### config.mk
export PLATFORM = sky130hd
export DESIGN_NAME = reg_file_mp_flat
export DESIGN_NICKNAME = d
export VERILOG_FILES = /design/src/rtl/reg_file_mp_pkg.sv /design/src/rtl/reg_file_mp_if.sv /design/src/rtl/reg_file_mp_clear_fsm.sv /design/src/rtl/reg_file_mp.sv /design/src/flat_wrapper.sv
export SDC_FILE = /design/constraint.sdc
export NUM_CORES = 1
export LEC_CHECK = 0
export CAP_MARGIN = 10
export CORE_AREA = 2 2 283 285
export CTS_CLUSTER_DIAMETER = 100
export DETAILED_ROUTE_END_ITERATION = 10
export DIE_AREA = 0 0 285 287
export GPL_TIMING_DRIVEN = 0
export PLACE_DENSITY = 0.79
export SLEW_MARGIN = 10
export SYNTH_ARGS = -nofsm -noshare
export SYNTH_HDL_FRONTEND = slang
export SYNTH_SLANG_ARGS = --single-unit
### constraint.sdc
create_clock -name clk -period 5 [get_ports clk]
set_input_delay 0.75 -clock clk [delete_from_list [all_inputs] [get_ports clk]]
set_output_delay 0.75 -clock clk [all_outputs]
set_load 0.01 [all_outputs]
### src/rtl/reg_file_mp_pkg.sv
// Shared types and constants for the multi-read-port register file.
// Latency: n/a (types only).
// Backpressure: n/a (types only).
//
// Contents: rf_state_e FSM encoding, default XLEN/NUM_REGS, ZERO_IDX (hardwired x0).
package rf_pkg;

  typedef enum logic [0:0] {
    RF_IDLE  = 1'b0,
    RF_CLEAR = 1'b1
  } rf_state_e;

  localparam int RF_XLEN     = 32;
  localparam int RF_NUM_REGS = 32;

  // Register index that always reads as zero and never accepts writes.
  localparam int ZERO_IDX = 0;

endpackage

### src/rtl/reg_file_mp_if.sv
// Bundles the writeback, decode-read and control signals of reg_file_mp.
// Latency: n/a (wiring only).
// Backpressure: none; ready marks when the array may be read or written.
//
// Ports (master = pipeline side, slave = register file):
//   rf_en, rd, wdata     writeback port
//   rs, rdata            packed read ports, port i = rs[i] / rdata[i]
//   clr_req              request to zero the whole array
//   ready, wr_dropped    array usable / a write was discarded during clear
interface reg_file_mp_if #(
  parameter int XLEN       = 32,
  parameter int NUM_REGS   = 32,
  parameter int NUM_RPORTS = 2
);
  localparam int AW = $clog2(NUM_REGS);

  logic                             rf_en;
  logic [AW-1:0]                    rd;
  logic [XLEN-1:0]                  wdata;
  logic [NUM_RPORTS-1:0][AW-1:0]    rs;
  logic [NUM_RPORTS-1:0][XLEN-1:0]  rdata;
  logic                             clr_req;
  logic                             ready;
  logic                             wr_dropped;

  modport master (
    output rf_en, rd, wdata, rs, clr_req,
    input  rdata, ready, wr_dropped
  );

  modport slave (
    input  rf_en, rd, wdata, rs, clr_req,
    output rdata, ready, wr_dropped
  );

endinterface

### src/rtl/reg_file_mp_clear_fsm.sv
// Clear engine: sweeps zeros through registers 1..NUM_REGS-1 after reset or clr_req.
// Latency: NUM_REGS-1 cycles per sweep; ready and wr_dropped are registered.
// Backpressure: writes arriving during a sweep are discarded and flagged on wr_dropped.
//
// Ports: clk, rst (async, active-high); clr_req, rf_en, rd in;
//        clr_we, clr_addr (zeroing write to the array), ready, wr_dropped out.
module rf_clear_fsm
  import rf_pkg::*;
#(
  parameter int NUM_REGS = RF_NUM_REGS
) (
  input  logic                         clk,
  input  logic                         rst,
  input  logic                         clr_req,
  input  logic                         rf_en,
  input  logic [$clog2(NUM_REGS)-1:0]  rd,
  output logic                         clr_we,
  output logic [$clog2(NUM_REGS)-1:0]  clr_addr,
  output logic                         ready,
  output logic                         wr_dropped
);
  localparam int AW = $clog2(NUM_REGS);
  localparam logic [AW-1:0] LAST_IDX  = AW'(NUM_REGS - 1);
  localparam logic [AW-1:0] FIRST_IDX = AW'(ZERO_IDX + 1);

  rf_state_e     state;
  logic [AW-1:0] ptr;

  always_ff @(posedge clk or posedge rst) begin
    if (rst) begin
      state      <= RF_CLEAR;
      ptr        <= FIRST_IDX;
      ready      <= 1'b0;
      wr_dropped <= 1'b0;
    end else begin
      // x0 writes are no-ops everywhere, so they never count as dropped.
      wr_dropped <= (state == RF_CLEAR) && rf_en && (rd != AW'(ZERO_IDX));
      case (state)
        RF_IDLE: begin
          if (clr_req) begin
            state <= RF_CLEAR;
            ptr   <= FIRST_IDX;
            ready <= 1'b0;
          end
        end
        RF_CLEAR: begin
          // clr_req is ignored here: a running sweep is never restarted.
          ptr <= ptr + AW'(1);
          if (ptr == LAST_IDX) begin
            state <= RF_IDLE;
            ready <= 1'b1;
          end
        end
        default: begin
          state <= RF_CLEAR;
          ptr   <= FIRST_IDX;
          ready <= 1'b0;
        end
      endcase
    end
  end

  assign clr_we   = (state == RF_CLEAR);
  assign clr_addr = ptr;

endmodule

### src/rtl/reg_file_mp.sv
// Multi-read-port register file for decode; x0 hardwired to zero, sequential clear engine.
// Latency: reads combinational, writes visible one cycle later (same cycle with RF_BYPASS_EN).
// Backpressure: none; while ready=0 reads return 0 and writes are dropped (wr_dropped).
//
// Ports: clk, rst (async, active-high), bus (reg_file_mp_if.slave).
// Optional feature: define RF_BYPASS_EN to forward the writeback data to matching read
// ports in the write cycle.
module reg_file_mp
  import rf_pkg::*;
#(
  parameter int XLEN       = RF_XLEN,
  parameter int NUM_REGS   = RF_NUM_REGS,
  parameter int NUM_RPORTS = 2
) (
  input  logic          clk,
  input  logic          rst,
  reg_file_mp_if.slave  bus
);
  localparam int AW = $clog2(NUM_REGS);

  logic [XLEN-1:0]                  mem [NUM_REGS];
  logic                             clr_we;
  logic [AW-1:0]                    clr_addr;
  logic                             ready;
  logic                             wr_dropped;
  logic                             wr_en;
  logic [NUM_RPORTS-1:0][XLEN-1:0]  rdata_w;

  rf_clear_fsm #(
    .NUM_REGS (NUM_REGS)
  ) u_clear_fsm (
    .clk        (clk),
    .rst        (rst),
    .clr_req    (bus.clr_req),
    .rf_en      (bus.rf_en),
    .rd         (bus.rd),
    .clr_we     (clr_we),
    .clr_addr   (clr_addr),
    .ready      (ready),
    .wr_dropped (wr_dropped)
  );

  // ready is only high in IDLE, so a writeback and a sweep write never collide.
  assign wr_en = bus.rf_en && ready && (bus.rd != AW'(ZERO_IDX));

  // Storage carries no reset: the sweep is what defines its contents.
  always_ff @(posedge clk) begin
    if (clr_we) begin
      mem[clr_addr] <= '0;
    end else if (wr_en) begin
      mem[bus.rd] <= bus.wdata;
    end
  end

  always_comb begin
    for (int i = 0; i < NUM_RPORTS; i++) begin
      rdata_w[i] = '0;
      if (ready && (bus.rs[i] != AW'(ZERO_IDX))) begin
        rdata_w[i] = mem[bus.rs[i]];
`ifdef RF_BYPASS_EN
        if (wr_en && (bus.rd == bus.rs[i])) begin
          rdata_w[i] = bus.wdata;
        end
`endif
      end
    end
  end

  assign bus.rdata      = rdata_w;
  assign bus.ready      = ready;
  assign bus.wr_dropped = wr_dropped;

endmodule

### src/flat_wrapper.sv
// flat-port wrapper written by rule: the top's interface ports become plain ports
module reg_file_mp_flat import rf_pkg::*;
#(
  parameter int XLEN       = RF_XLEN,
  parameter int NUM_REGS   = RF_NUM_REGS,
  parameter int NUM_RPORTS = 2
)
  (clk, rst, bus_rf_en, bus_rd, bus_wdata, bus_rs, bus_clr_req, bus_rdata, bus_ready, bus_wr_dropped);
  reg_file_mp_if #(.XLEN(XLEN), .NUM_REGS(NUM_REGS), .NUM_RPORTS(NUM_RPORTS)) bus_i ();
  input  logic clk;
  input  logic rst;
  input wire logic [$bits(bus_i.rf_en)-1:0] bus_rf_en;
  input wire logic [$bits(bus_i.rd)-1:0] bus_rd;
  input wire logic [$bits(bus_i.wdata)-1:0] bus_wdata;
  input wire logic [$bits(bus_i.rs)-1:0] bus_rs;
  input wire logic [$bits(bus_i.clr_req)-1:0] bus_clr_req;
  output wire logic [$bits(bus_i.rdata)-1:0] bus_rdata;
  output wire logic [$bits(bus_i.ready)-1:0] bus_ready;
  output wire logic [$bits(bus_i.wr_dropped)-1:0] bus_wr_dropped;
  assign bus_i.rf_en = bus_rf_en;
  assign bus_i.rd = bus_rd;
  assign bus_i.wdata = bus_wdata;
  assign bus_i.rs = bus_rs;
  assign bus_i.clr_req = bus_clr_req;
  assign bus_rdata = bus_i.rdata;
  assign bus_ready = bus_i.ready;
  assign bus_wr_dropped = bus_i.wr_dropped;
  reg_file_mp #(.XLEN(XLEN), .NUM_REGS(NUM_REGS), .NUM_RPORTS(NUM_RPORTS)) u_core (.clk(clk), .rst(rst), .bus(bus_i));
endmodule
==> results of run 1 <==
## how the worst max path moves through the flow
stage / start / to / slack [ps] / cells past startpoint
4_1_cts: bus_rs[1] / bus_rdata[2] / 20 / 8
5_1_grt: bus_rs[1] / bus_rdata[2] / -30 / 8
3_5_place_dp: bus_rs[9] / bus_rdata[33] / -380 / 7
2_1_floorplan: bus_rd[1] / u_core.mem[21][0] / 400 / 6
3_3_place_gp: bus_rd[1] / u_core.mem[17][24] / -3640 / 7
6_report: bus_rs[1] / bus_rdata[2] / -240 / 8
## placed cells by master, fill, tap and decap left out, types with 11 or more instances in the layout
| cell type | instances |
|---|---|
| and2_2 | 11 |
| clkbuf_16 | 105 |
| buf_12 | 11 |
| mux2i_1 | 296 |
| o221ai_1 | 33 |
| nand3_1 | 38 |
| clkbuf_1 | 66 |
| nor2b_1 | 18 |
| a21oi_1 | 23 |
| o22ai_1 | 33 |
| nand2_1 | 41 |
| mux4_2 | 440 |
| nor3_2 | 20 |
| clkdlybuf4s50_1 | 112 |
| a211o_1 | 24 |
| clkinv_2 | 18 |
| a31oi_1 | 24 |
| clkinv_1 | 25 |
| a22oi_1 | 55 |
| or2_2 | 22 |
| nor2_4 | 12 |
| buf_2 | 81 |
| edfxtp_1 | 1024 |
| o22a_1 | 25 |
| and2_1 | 24 |
| buf_6 | 35 |
| buf_4 | 97 |
| mux2_2 | 30 |
## power breakdown
part | internal, W | leakage [nW] | switching (W)
clock | 0.00434 | 1.59 | 0.00333
combinational | 0.00185 | 7.37 | 0.00296
sequential | 0.0105 | 9.54 | 0.000404
total | 0.0167 | 18.5 | 0.00669
## logic make-up (layout without fill, tap and decap cells)
kind of cell | after synthesis | count (layout)
XOR/XNOR | 1 | 1
AO/OA/AOI/OAI | 243 | 243
AND/OR/NAND/NOR | 234 | 234
flip-flops | 1032 | 1032
adder cells (fa/ha/maj) | 2 | 2
buffers and inverters | 199 | 598
multiplexers | 771 | 771
## sequential cells by signal, indices dropped and copies added (netlist names)
| name | flops |
|---|---|
| u_core.u_clear_fsm.wr_dropped | 1 |
| u_core.u_clear_fsm.clr_we | 1 |
| u_core.u_clear_fsm.clr_addr | 5 |
| u_core.mem | 1024 |
| u_core.u_clear_fsm.ready | 1 |
## metrics by stage
step | TNS (ps) | cells | instance area, sq um
after CTS | 0 | 3932 | 55300
after global placement | -2289770 | 3644 | 50800
after global routing | -31.1 | 3931 | 55300
after detailed placement | -2380 | 3746 | 52000
after floorplan | 0 | 2482 | 48300
final | -1460 | 3931 | 55300
## layout make-up
cell class	instances	area share, %
inverter	5	0.0339
buffer	192	1.84
multi-input combinational	1251	29.9
sequential	1032	55.9
tap	1050	2.37
clock inverter	65	1.08
timing repair buffer	214	3.95
clock buffer	122	4.86
## what timing repair did
action	4_1_cts	5_1_grt
pin swaps	0	0
buffers inserted	0	0
gates resized for setup	7	14
endpoints found under the setup margin	25	16
hold buffers	0	0
## worst reg2reg max path: cells and delay by family, from the launching register on
kind,cells,cell delay [ps]
AOI/OAI and AO/OA,1,240
DFF,1,340
and+or+nand+nor,2,1480
buffers and inverters,4,1500
## per-layer routing
layer	vias to the layer above	GRT usage [%]
li1	11300	-
met1	15600	50.2
met2	3085	59.5
met3	642	13.4
met4	12	20.9
met5	-	1.16
==> impl_metrics.env, run 1 <==
export IMPL_yosysTopAreaCell="edfxtp_1"
export IMPL_async_flop_share_pct=0.775
export IMPL_drtIter0Drc=5861
export IMPL_power_per_cell_area_nw_per_um2=422
export IMPL_antennaDiodeCount=0
export IMPL_maximum_number_of_pins_on_one_net_before_global_route_repair=33
export IMPL_crit_family="buffers and inverters"
export IMPL_report_power_total_w=0.0234
export IMPL_max_slew_margin_rel_pct=6.72
export IMPL_synth_flop_cell="edfxtp_1"
export IMPL_clock_latency_ps=700
export IMPL_dieHeight_um=287
export IMPL_drt_met1_wl_mm=50.4
export IMPL_timing_critical_path_cells="clkdlybuf4s50_1, buf_4, buf_4, buf_1, mux4_2, mux2i_1, o221ai_1, clkdlybuf4s50_1"
export IMPL_dominant_combinational_cell_family_by_area_after_synthesis="multiplexers"
export IMPL_first_global_vias=30200
export IMPL_place_port_buffers=112
export IMPL_synth_area_top_cells="edfxtp_1 (64%), mux4_2 (21%), mux2i_1 (6.2%)"
export IMPL_wl_per_cell_um=40.3
export IMPL_worst_slew_pin_slew_ps=1400
export IMPL_report_final_hold_viol_count=0
export IMPL_timing_rr_start="u_core.u_clear_fsm.ready"
export IMPL_drc=0
export IMPL_post_synth_cell_area_avg_sq_um=19.5
export IMPL_synthDistinctLibCells=50
export IMPL_syn2layout_area_growth_pct=14.5
export IMPL_final_nets=2851
export IMPL_timing_critical_path_required_ps=4250
export IMPL_fin_worst_skew_ps=42.4
export IMPL_dpl_worst_slack_ps=-377
export IMPL_crit_path_max_incr_delay_ps=940
export IMPL_multi_input_area_sq_um=16600
export IMPL_max_vdd_ir_drop_uv=347
export IMPL_worst_hold_slack_ps=346
export IMPL_post_synth_instance_area_sq_um=48300
export IMPL_timing_critical_path_slowest_stage_cell="buf_1"
export IMPL_antenna_found_initial=6
export IMPL_cp_max_fo=10
export IMPL_crit_arrival_ps=4490
export IMPL_critical_path_startpoint_type="input pin"
export IMPL_post_synth_inst_count=2482
export IMPL_start_util_pct=61.5
export IMPL_power_static_leakage_nw=18.5
export IMPL_post_synthesis_share_of_cell_area_spent_on_and_or_nand_and_nor_gates_pct=2.56
export IMPL_drv_cap=0
export IMPL_reg2regPathDepth=7
export IMPL_finish_utilization_pct=70.4
export IMPL_clock_fmax_ghz=0.191
export IMPL_timing_reg2reg_setup_slack_ps=1050
export IMPL_n_fill_cell=4709
export IMPL_failed_checks="negative setup slack"
export IMPL_grt_overflow=0
export IMPL_fp_rows=103
export IMPL_tritoncts="yes"
export IMPL_dr_max_layer_used="met5"
export IMPL_min_period_ps=5240
export IMPL_wl_met2_mm=72.4
export IMPL_detail_route_first_pass_iterations=6
export IMPL_worst_case_clock_buffer_depth=3
export IMPL_synth_edf_count=1024
export IMPL_inserted_clock_buffers=102
export IMPL_drive_above_1_share_pct=32.2
export IMPL_crit_path_class="in2out"
export IMPL_timing_final_crit_share_pct=105
export IMPL_yosys_area_top_type_share_pct=63.6
export IMPL_grt_setup_unrepaired="yes"
export IMPL_report_final_setup_viol=26
export IMPL_critical_path_reg2reg_endpoint="u_core.mem[17][16]"
export IMPL_synth_mux_area_share_pct=27.5
export IMPL_yosys_area_share_xor_xnor_pct=0.0181
export IMPL_fp_coreArea_sq_um=78600
export IMPL_min_delay_path_class="in2async"
export IMPL_dr_total_vias=30600
export IMPL_synth_yosys_seq_area_share_pct=64.1
export IMPL_outcome="finished, violations left"
export IMPL_yosys_cell_count_top_type="edfxtp_1"
export IMPL_place_hpwl_mm=109
export IMPL_seqCellArea_sq_um=31000
export IMPL_timing_final_ws_setup_ps=-236
export IMPL_postSynthRegisterBits=1032
export IMPL_clock_sinks=1032
export IMPL_post_drt_via_cell_ratio=7.79
export IMPL_final_wirelength_mm=159
export IMPL_worst_setup_hold_path_clk_slew_ps=60
export IMPL_clock_root_buffer="clkbuf_16"
export IMPL_die_area_sq_um=81800
export IMPL_post_synth_adder_cell_area_pct=0.0518
export IMPL_wire_length_of_the_first_global_routing_pass_mm=221
export IMPL_worstPathBufferInverterCount=5
export IMPL_met3RoutedLength_mm=25.3
export IMPL_last_weighted_congestion_value_of_the_routability_driven_placer=0.969
export IMPL_crit_path_end_kind="output pin"
export IMPL_clock_tree_htree_level_count=3
export IMPL_synthesis_nets=2535
export IMPL_warning_count_from_the_yosys_run=0
export IMPL_chipWidth_um=285
export IMPL_synth_compound_area_share_pct=3.74
export IMPL_total_count_of_max_transition_violations_in_the_final_report=0
export IMPL_top_level_ports=117
export IMPL_netlist_top_cells_count="edfxtp_1 (1024), mux4_2 (440), mux2i_1 (300)"
export IMPL_ant_nets=0
export IMPL_grt_util_all_layers_pct=39.1
Note: power is estimated with default switching activity, not from simulation.
==> run 2: changes to the inputs <==
Settings changed: CELL_PAD_IN_SITES_DETAIL_PLACEMENT set to 0, CELL_PAD_IN_SITES_GLOBAL_PLACEMENT set to 2, CORE_AREA 2 2 283 285 to 2 2 318 320, DIE_AREA 0 0 285 287 to 0 0 320 322, PLACE_DENSITY 0.79 to not set, PLACE_DENSITY_LB_ADDON set to 0.1.
==> run 2 against run 1 <==
Final cell count rose by 7.0%. Highest routed layer unchanged. Clock power rose by 0.9%. The flow still finishes with violations (negative setup slack). Largest power group unchanged. Sequential power barely moved. Sequential share of layout area fell by 0.64 points.
==> impl_metrics.env, run 2 (synthesis results as in run 1) <==
export IMPL_grt_setup_unrepaired="no"
export IMPL_clock_sinks=1032
export IMPL_die_area_sq_um=103000
export IMPL_crit_arrival_ps=4270
export IMPL_first_global_vias=29300
export IMPL_drc=0
export IMPL_syn2layout_area_growth_pct=15.9
export IMPL_clock_root_buffer="clkbuf_16"
export IMPL_start_util_pct=48.5
export IMPL_min_period_ps=5020
export IMPL_finish_utilization_pct=56.2
export IMPL_worst_setup_hold_path_clk_slew_ps=60
export IMPL_place_hpwl_mm=121
export IMPL_critical_path_startpoint_type="input pin"
export IMPL_timing_critical_path_slowest_stage_cell="clkbuf_1"
export IMPL_power_per_cell_area_nw_per_um2=419
export IMPL_place_port_buffers=112
export IMPL_failed_checks="negative setup slack"
export IMPL_clock_tree_htree_level_count=3
export IMPL_worst_case_clock_buffer_depth=3
export IMPL_outcome="finished, violations left"
export IMPL_startpoint="bus_rs[1]"
export IMPL_layout_commonest_cell="edfxtp_1"
export IMPL_max_slew_margin_rel_pct=16.2
export IMPL_crit_path_class="in2out"
export IMPL_largest_register_ff_count=1024
export IMPL_dieHeight_um=322
export IMPL_layout_common_cells="edfxtp_1 (1024), mux4_2 (440), mux2i_1 (294)"
export IMPL_fp_coreArea_sq_um=99600
export IMPL_post_drt_via_cell_ratio=6.94
export IMPL_final_wirelength_mm=169
export IMPL_chipWidth_um=320
export IMPL_timing_rr_start="u_core.u_clear_fsm.ready"
export IMPL_power_static_leakage_nw=18.7
export IMPL_report_final_hold_viol_count=0
export IMPL_fp_rows=116
export IMPL_clock_latency_ps=710
export IMPL_detail_route_first_pass_iterations=8
export IMPL_cp_max_fo=10
export IMPL_n_fill_cell=7597
export IMPL_final_nets=2872
export IMPL_timing_final_crit_share_pct=100
export IMPL_inserted_clock_buffers=108
export IMPL_dr_total_vias=29200
export IMPL_seqCellArea_sq_um=31000
export IMPL_report_final_setup_viol=1
export IMPL_max_flop_register="u_core.mem"
export IMPL_top_level_ports=117
export IMPL_grt_overflow=0
export IMPL_worstPathBufferInverterCount=5
export IMPL_antenna_found_initial=6
export IMPL_drtIter0Drc=4269
export IMPL_max_vdd_ir_drop_uv=314
export IMPL_timing_critical_path_required_ps=4250
export IMPL_wire_length_of_the_first_global_routing_pass_mm=231
export IMPL_drv_cap=0
export IMPL_drive_above_1_share_pct=33.4
export IMPL_crit_family="buffers and inverters"
export IMPL_grt_util_all_layers_pct=32.9
export IMPL_worst_slew_pin_slew_ps=1260
export IMPL_crit_path_max_incr_delay_ps=880
export IMPL_total_count_of_max_transition_violations_in_the_final_report=0
export IMPL_clock_fmax_ghz=0.199
export IMPL_last_weighted_congestion_value_of_the_routability_driven_placer=0.866
export IMPL_wl_per_cell_um=40.1
export IMPL_timing_final_ws_setup_ps=-15.1
export IMPL_maximum_number_of_pins_on_one_net_before_global_route_repair=33
export IMPL_crit_path_end_kind="output pin"
export IMPL_tritoncts="yes"
export IMPL_dpl_worst_slack_ps=-508
export IMPL_multi_input_area_sq_um=16600
export IMPL_min_delay_path_class="in2async"
export IMPL_ant_nets=0
export IMPL_fin_worst_skew_ps=25.3
export IMPL_timing_critical_path_cells="clkdlybuf4s50_1, buf_4, buf_4, clkbuf_1, mux4_2, mux2i_1, o221ai_1, clkdlybuf4s50_1"
-- run 2: through the flow --
step | cell area [sq um] | std cells | hold WS (ps) | TNS (ps) | total power (W)
final | 56000 | 4208 | 310 | -15.1 | 0.0235
after CTS | 55900 | 4200 | 288 | 0 | 0.0234
after global placement | 51100 | 3892 | 565 | -2694430 | 0.0155
after detailed placement | 52500 | 4006 | 573 | -6500 | 0.0158
after global routing | 56000 | 4201 | 363 | 0 | 0.0240
after floorplan | 48300 | 2482 | 531 | 0 | 0.0133
-- run 2: worst paths after layout --
| path | slack, ps | endpoint | cells after the start |
|---|---|---|---|
| hold reg to reg | 580 | u_core.u_clear_fsm.clr_addr[0] | 1 |
| setup / recovery | -20 | bus_rdata[2] | 8 |
| min in group clk | 580 | u_core.u_clear_fsm.clr_addr[0] | 1 |
| setup reg to reg | 790 | u_core.mem[8][11] | 11 |
| max in group asynchronous | 4390 | u_core.u_clear_fsm.clr_addr[0] | 2 |
| hold / removal | 310 | u_core.u_clear_fsm.ready | 2 |
-- run 2: routing by layer --
layer	up-vias	GRT usage, %	wire, um
met3	310	6.19	16300
met5	-	0	7
li1	11400	-	-
met4	2	10.5	5410
met2	1844	53.5	81300
met1	15700	45.1	65700
-- run 2: layout make-up --
class	count	area share, %
diodes	7	0.0313
plain buffers	194	1.85
clock buffers	128	5.04
clock inverters	66	0.916
inverters	5	0.0335
multi-input cells	1251	29.7
flip-flops and latches	1032	55.3
well taps	1298	2.90
repair buffers	227	4.27
-- run 2: power by group --
group,switching (W),internal [W]
logic,0.00300,0.00188
clock network,0.00339,0.00436
registers,0.000377,0.0105
total,0.00677,0.0167
-- run 2: repair_timing --
action / in CTS / in global routing
endpoints found under the setup margin: 45 / 10
setup buffers: 0 / 0
hold buffers: 0 / 0
cloned: 0 / 0
gates resized for setup: 15 / 13
